**src/rtl/hram_cmd_ctrl.sv**
```systemverilog
// HyperRAM command front-end: accepts user read/write requests, builds the
// 48-bit command-address word, packs write bursts and launches one sequencer.
module hram_cmd_ctrl #(
  parameter int unsigned TIMEOUT = 256
) (
  input  logic         clk,
  input  logic         rst_n,
  input  logic         req_valid,
  output logic         req_ready,
  input  logic [1:0]   req_op,
  input  logic [31:0]  req_addr,
  input  logic [31:0]  wr_data,
  input  logic         wr_valid,
  output logic         wr_ready,
  output logic [31:0]  rsp_data,
  output logic         rsp_valid,
  output logic         rsp_last,
  output logic         cmd_done,
  output logic         cmd_err,
  output logic [47:0]  casig,
  output logic [255:0] databuffer,
  output logic         databuffer_valid,
  output logic         rdmem_start,
  output logic         wrmem_start,
  output logic         rdreg_start,
  input  logic         rdmem_end,
  input  logic         wrmem_end,
  input  logic         rdreg_end,
  input  logic [31:0]  rdmem_data,
  input  logic         rdmem_wordvalid,
  input  logic [15:0]  rdreg_data,
  input  logic         rdreg_valid
);

  localparam int unsigned TW = (TIMEOUT > 2) ? $clog2(TIMEOUT) : 1;
  localparam logic [TW-1:0] TmoMax = TW'(TIMEOUT - 1);

  localparam logic [1:0] OpRdmem = 2'b00;
  localparam logic [1:0] OpWrmem = 2'b01;
  localparam logic [1:0] OpRdreg = 2'b10;

  typedef enum logic [2:0] {StIdle, StLoad, StIssue, StWait, StDone} state_e;

  state_e        state_q;
  logic [1:0]    op_q;
  logic [2:0]    beat_cnt_q;
  logic [3:0]    word_cnt_q;
  logic [TW-1:0] tmo_cnt_q;

  logic          req_hs;
  logic          wr_hs;
  logic          end_hit;
  logic          word_strobe;
  logic [3:0]    word_cnt_d;
  logic [47:0]   casig_d;
  logic [7:0]    beat_lsb;

  // Handshakes, end selection and command word assembly
  always_comb begin
    req_hs      = req_valid & req_ready;
    wr_hs       = wr_valid & wr_ready;
    end_hit     = ((op_q == OpRdmem) & rdmem_end) |
                  ((op_q == OpWrmem) & wrmem_end) |
                  ((op_q == OpRdreg) & rdreg_end);
    word_strobe = (op_q == OpRdmem) & rdmem_wordvalid;
    // Word counter saturates so an over-long burst still reads as "not 8"
    word_cnt_d  = word_cnt_q;
    if (word_strobe && (word_cnt_q != 4'hf)) begin
      word_cnt_d = word_cnt_q + 4'd1;
    end
    casig_d     = {(req_op == OpRdmem) | (req_op == OpRdreg), (req_op == OpRdreg), 1'b1,
                   req_addr[31:3], 13'd0, req_addr[2:0]};
    // Beat k lands in databuffer[255-32k -: 32], i.e. LSB index (7-k)*32
    beat_lsb    = {3'd7 - beat_cnt_q, 5'd0};
  end

  // Command FSM with all outputs registered
  always_ff @(posedge clk or negedge rst_n) begin
    if (!rst_n) begin
      state_q          <= StIdle;
      op_q             <= 2'b00;
      beat_cnt_q       <= 3'd0;
      word_cnt_q       <= 4'd0;
      tmo_cnt_q        <= '0;
      req_ready        <= 1'b0;
      wr_ready         <= 1'b0;
      rsp_data         <= 32'd0;
      rsp_valid        <= 1'b0;
      rsp_last         <= 1'b0;
      cmd_done         <= 1'b0;
      cmd_err          <= 1'b0;
      casig            <= 48'd0;
      databuffer       <= 256'd0;
      databuffer_valid <= 1'b0;
      rdmem_start      <= 1'b0;
      wrmem_start      <= 1'b0;
      rdreg_start      <= 1'b0;
    end else begin
      // Pulse outputs default low
      rdmem_start <= 1'b0;
      wrmem_start <= 1'b0;
      rdreg_start <= 1'b0;
      rsp_valid   <= 1'b0;
      rsp_last    <= 1'b0;
      cmd_done    <= 1'b0;
      cmd_err     <= 1'b0;

      unique case (state_q)
        StIdle: begin
          req_ready <= 1'b1;
          if (req_hs) begin
            op_q       <= req_op;
            casig      <= casig_d;
            req_ready  <= 1'b0;
            beat_cnt_q <= 3'd0;
            word_cnt_q <= 4'd0;
            tmo_cnt_q  <= '0;
            unique case (req_op)
              OpWrmem: begin
                state_q  <= StLoad;
                wr_ready <= 1'b1;
              end
              OpRdmem: begin
                state_q     <= StIssue;
                rdmem_start <= 1'b1;
              end
              OpRdreg: begin
                state_q     <= StIssue;
                rdreg_start <= 1'b1;
              end
              default: begin
                state_q  <= StDone;
                cmd_done <= 1'b1;
                cmd_err  <= 1'b1;
              end
            endcase
          end
        end

        StLoad: begin
          if (wr_hs) begin
            databuffer[beat_lsb +: 32] <= wr_data;
            beat_cnt_q                 <= beat_cnt_q + 3'd1;
            if (beat_cnt_q == 3'd7) begin
              wr_ready         <= 1'b0;
              databuffer_valid <= 1'b1;
              wrmem_start      <= 1'b1;
              state_q          <= StIssue;
            end
          end
        end

        StIssue: begin
          databuffer_valid <= 1'b0;
          state_q          <= StWait;
        end

        StWait: begin
          if (word_strobe) begin
            rsp_valid  <= 1'b1;
            rsp_data   <= rdmem_data;
            rsp_last   <= (word_cnt_q == 4'd7);
            word_cnt_q <= word_cnt_d;
          end
          if ((op_q == OpRdreg) && rdreg_valid) begin
            rsp_valid <= 1'b1;
            rsp_data  <= {16'h0000, rdreg_data};
            rsp_last  <= 1'b1;
          end
          // A matching end wins over a coincident timeout
          if (end_hit) begin
            state_q  <= StDone;
            cmd_done <= 1'b1;
            cmd_err  <= (op_q == OpRdmem) && (word_cnt_d != 4'd8);
          end else if (tmo_cnt_q == TmoMax) begin
            state_q  <= StDone;
            cmd_done <= 1'b1;
            cmd_err  <= 1'b1;
          end else begin
            tmo_cnt_q <= tmo_cnt_q + 1'b1;
          end
        end

        StDone: begin
          state_q   <= StIdle;
          req_ready <= 1'b1;
        end

        default: begin
          state_q <= StIdle;
        end
      endcase
    end
  end

endmodule

```
**config.mk**
```make
export PLATFORM = sky130hd
export DESIGN_NAME = hram_cmd_ctrl
export DESIGN_NICKNAME = d
export VERILOG_FILES = /design/src/rtl/hram_cmd_ctrl.sv
export SDC_FILE = /design/constraint.sdc
export NUM_CORES = 1
export LEC_CHECK = 0
export ABC_AREA = 1
export CAP_MARGIN = 15
export CORE_AREA = 2 2 182 184
export DETAILED_ROUTE_END_ITERATION = 6
export DIE_AREA = 0 0 184 186
export PLACE_DENSITY = 0.76
export SYNTH_ARGS = -nofsm -noshare
export SYNTH_HDL_FRONTEND = slang
export SYNTH_SLANG_ARGS = --single-unit
```
**constraint.sdc**
```tcl
create_clock -name clk -period 3.73 [get_ports clk]
set_input_delay 0.746 -clock clk [delete_from_list [all_inputs] [get_ports clk]]
set_output_delay 0.746 -clock clk [all_outputs]
set_load 0.01 [all_outputs]
```
# Word-level counts from Yosys, hierarchy flattened
# Index checks and enable logic that the tools add are counted.
[totals] mem_bits_ro=0 latchBits=0 ramBits=0 in_bits=123 mem_count=0 regBits=353
[op_classes] mux=53 n_shift=2 order_cmp=0 reduce_logical=22 addsub=5 div=0 eq_ne=21 bitwise_logic=9 n_mul=0
[ops] cell="256-bit bitwise mux" n=1
[ops] cell="32-bit by 10-bit variable shift with 256-bit output, first input constant" n=1
[ops] cell="32-bit by 10-bit indexed part select with 256-bit output" n=1
[ops] cell="32-bit 2-to-1 mux" n=2
[ops] cell="1-bit 2-to-1 mux" n=27
[ops] cell="8-bit 2-to-1 mux" n=3
[ops] cell="3-bit 2-to-1 mux" n=7
[ops] cell="8-bit one-hot mux with 2 select lines" n=1
[ops] cell="4-bit 2-to-1 mux" n=3
[ops] cell="2-bit != test, second input constant" n=6
[ops] cell="3-bit one-hot mux with 2 select lines" n=2
[ops] cell="3-bit one-hot mux with 4 select lines" n=1
[ops] cell="8-bit negation with 10-bit output" n=1
[ops] cell="1-bit one-hot mux with 2 select lines" n=5
[ops] cell="2-bit nonzero test" n=5
[ops] cell="3-bit AND reduction" n=3
[ops] cell="8-bit by 1-bit adder with 8-bit output, second input constant" n=1
[ops] cell="8-bit equality test, second input constant" n=1
[ops] cell="4-bit != test, second input constant" n=2
[ops] cell="4-bit one-hot mux with 2 select lines" n=1
[ops] cell="4-bit AND reduction" n=2
[ops] cell="1-bit AND" n=6
[ops] cell="3-bit by 2-bit equality test with 1-bit output, second input constant" n=2
[ops] cell="3-bit equality test, second input constant" n=2
[ops] cell="other kinds (17)" n=26

# Logic depth before layout (Yosys ltp)
[depth] depth_word=8 ltp_mapped=12

# Worst setup path after synthesis
# OpenSTA, ideal clock, no wires.
[synth_timing] kind="flip-flop to flip-flop" startpoint="register beat_cnt_q[0]" endpoint="register databuffer[31]" n_path_buf=1 stages_incl_launch_ff=10 setup_slack_ns=1.601 arrival_time_ns=2.007 synth_period_minus_slack_ns=2.129 cell_sequence="dfrtp_1 ha_1 ha_1 inv_2 nand2_1 nor4_4 nand2_2 buf_6 nand2_1 o21ai_2"
[synth_between] elab_chain_cells=4 elab_cells_between_ends=5
[synth_rtl] item="start, declared" line="46" rtl="logic [2:0] beat_cnt_q;"
[synth_rtl] item="start signal, assigned" line="143" rtl="beat_cnt_q <= beat_cnt_q + 3'd1;"
[synth_rtl] item="3-bit subtractor *" line="74" rtl="beat_lsb = {3'd7 - beat_cnt_q, 5'd0};"
[synth_rtl] item="8-bit negation with 10-bit output *" line="142" rtl="databuffer[beat_lsb +: 32] <= wr_data;"
[synth_rtl] item="32-bit by 10-bit indexed part select with 256-bit output / 32-bit by 10-bit variable shift with 256-bit output (equally long branches)" line="142"
[synth_rtl] item="256-bit bitwise mux *" line="142"
[synth_rtl] item="end signal, assigned by index" line="142"
[synth_rtl] item="end, declared" line="21" rtl="output logic [255:0] databuffer,"
# Every way passes the cells marked *; elsewhere a longest branch is shown, timed or not.
# A chain may end at the register's enable or synchronous reset.

# Worst setup path after layout
[layout_timing] startpoint="register beat_cnt_q[0]" endpoint="register databuffer[189]"
# Same word-level chain as after synthesis.

==> out/qor.yml <==
synthesis.area_um2: 13900
path_class: "register to register"
post_cts_resized: 0
synth_xor_area_frac: 0.00379
final_nets: 1973
ys_ff_latch: 353
synth.area.mux_share: 0.0105
die_h_um: 186
endpoint_kind: "register"
slew_viol_final: 0
synth_top_area_cell: "dfrtp_1"
h-tree-depth: 2
grt_pass1_vias: 12000
finalPower_mw: 14.1
max-cap-violations: 0
finalWorstPathRequiredPeriod_ps: 2690
stdcell_count: 2284
synth_cell_types: 37
synthAdderAreaFrac: 0.00361
synthSimpleGateAreaFrac: 0.170
drive_above_1_share: 0.0731
portBuffers: 455
max-vdd-ir-drop_v: 0.000712
fin_crit_sh: 0.722
synth_compound_area_frac: 0.116
vias: 11800
cts_tree: "built"
ant_nets: 0
gp_congestion: 0.854
dp_cells: 2214
n_fill_cell: 2570
finalWirelength_mm: 45.5
design.core.area_um2: 32200
grt_setup_unrepaired: "no"
hold_violations: 0
worst_slack_ps: 1040
fmax_ghz: 0.371
antenna_found_initial: 2
crit_required_ps: 4110
synth.avg_cell_area_um2: 9.88
drtIter0Drc: 789
grt_overflow: 0
yosysTopAreaCellShare: 0.637
power_per_cell_area_nw_per_um2: 704
cp_max_fo: 22
synth_top_cells_by_area: "dfrtp_1 64%, nand2_1 12%, o21ai_0 6.2%"
dpl.hpwl_mm: 32.4
cts_hold_buf: 0
startpoint_type: "register"
seq_area_frac_synth: 0.637
post-place-ws_ps: 736
arrival_ps: 3080
synth_top_family_by_area: "simple AND/OR/NAND/NOR gates"
hold_class: "primary input to asynchronous set/reset pin"
setup_violations: 0
route.detailed.drc: 0
clock_skew_ps: 14.1
rows: 66
finalSetupTns_ps: 0
fin_worst_hold_slack_ps: 230
outcome: "completed"
clkSlewWorstSetupHoldPaths_ps: 60
grt_pass1_wl_mm: 69.2
grt_max_degree: 90
syn_inst: 1404
slew-limit-headroom: 0.368
root_buffer: "clkbuf_16"
globalRouteTotalUtil: 0.265
vias_per_cell: 5.16
first_pass_iters: 5
areaGrowthSynthToFinish_pct: 43.9
tightest_slew_ps: 947
io_pins: 469
wire_per_inst_um: 19.9
worstSkewPairLatency_ps: 520
clock-sinks: 353
cts_buffer_depth: 3
fp.dieW_um: 184
initial_core_util: 0.431
die_area_um2: 34200
cts_buffers: 38
p_leak_nw: 9.16
postCtsSetupBuffers: 0
yosysWarnings: 0
critical path, stage by stage, from the launching register on:
cell     delay [ps]
dfrtp_1         520
ha_1            270
ha_1            250
nor2_4          220
inv_2           160
nor2_1          190
nand3_1         390
buf_4           390
nand2_1          90
o21ai_0          70
synth_stat cells, drive strengths merged:
cell type,instances
nand2,436
dfrtp,353
o21ai,257
inv,87
nor2,52
buf,47
nand3,38
clkbuf,36
nand4,27
a31oi,16
a21oi,12
mux2,10
o31ai,10
xor2,6
o21a,5
ha,4
nor3,3
conb,1
mux2i,1
nor3b,1
nor4,1
or2,1
cells in the final DEF (no fill, tap or decap), drive strengths merged, types with 12 or more instances in the layout:
cell and count:
buf 19, o21ai 257, a31oi 16, conb 13, dfrtp 353, a21oi 12
clkbuf 57, nand2 436, nand4 27, inv 88, clkdlybuf4s50 454, nand3 38
nor2 52
cell families (layout without fill, tap and decap cells):
kind of cell	after synthesis	in the layout
and+or+nand+nor	559	559
DFF	353	353
AOI/OAI and AO/OA	300	300
buffers and inverters	170	627
muxes	11	11
xor gates and xnor gates	6	6
adders and majority gates	4	4
other	1	16
stage by stage:
| stage | instance area (um2) | util |
|---|---|---|
| 6_report | 20000 | 0.620 |
| 5_1_grt | 20000 | 0.620 |
| 4_1_cts | 20000 | 0.620 |
| 3_5_place_dp | 18700 | 0.580 |
| 3_3_place_gp | 18700 | 0.580 |
| 2_1_floorplan | 13900 | - |
registers in the layout, summed over array words and instances, names as in the netlist:
| signal | flops |
|---|---|
| databuffer_valid | 1 |
| beat_cnt_q | 3 |
| databuffer | 256 |
| cmd_done | 1 |
| cmd_err | 1 |
| word_cnt_q | 4 |
| op_q | 2 |
| wrmem_start | 1 |
| wr_ready | 1 |
| rsp_last | 1 |
| rsp_data | 32 |
| state_q | 3 |
| req_ready | 1 |
| tmo_cnt_q | 8 |
| rsp_valid | 1 |
| casig | 35 |
| rdmem_start | 1 |
| rdreg_start | 1 |
where the power goes:
group	switching, mW	internal, mW
Clock	1.51	2.32
Sequential	0.654	4.85
Combinational	2.37	2.34
Total	4.53	9.52
path summary, 6_finish.rpt:
| path | start | end | slack (ps) | depth (start not counted) |
|---|---|---|---|---|
| worst max-delay path | beat_cnt_q[0] | databuffer[189] | 1040 | 9 |
| worst min-delay path | rst_n | casig[41] | 230 | 1 |
| worst max register to register | beat_cnt_q[0] | databuffer[189] | 1040 | 9 |
| worst min register to register | casig[1] | casig[1] | 470 | 2 |
| max in group asynchronous | rst_n | tmo_cnt_q[4] | 2580 | 2 |
| min in group clk | casig[1] | casig[1] | 470 | 2 |
area by class of cell:
| cell class | count | area [um2] | area share |
|---|---|---|---|
| Sequential cell | 353 | 8830 | 0.442 |
| Timing Repair Buffer | 473 | 4730 | 0.237 |
| Multi-Input combinational cell | 893 | 4280 | 0.214 |
| Clock buffer | 57 | 1140 | 0.0573 |
| Tap cell | 408 | 510 | 0.0256 |
| Inverter | 87 | 329 | 0.0165 |
| Clock inverter | 10 | 131 | 0.00658 |
| Antenna cell | 3 | 7.51 | 0.000376 |
routing by layer:
metal  up-vias  track usage  share of wire
li1       5431            -              -
met1      5739        0.323           0.39
met2       516        0.432           0.47
met3       108       0.0902          0.096
met4         0        0.111          0.041
met5         -            0              0
No activity file was read; power rests on OpenSTA's default activity.
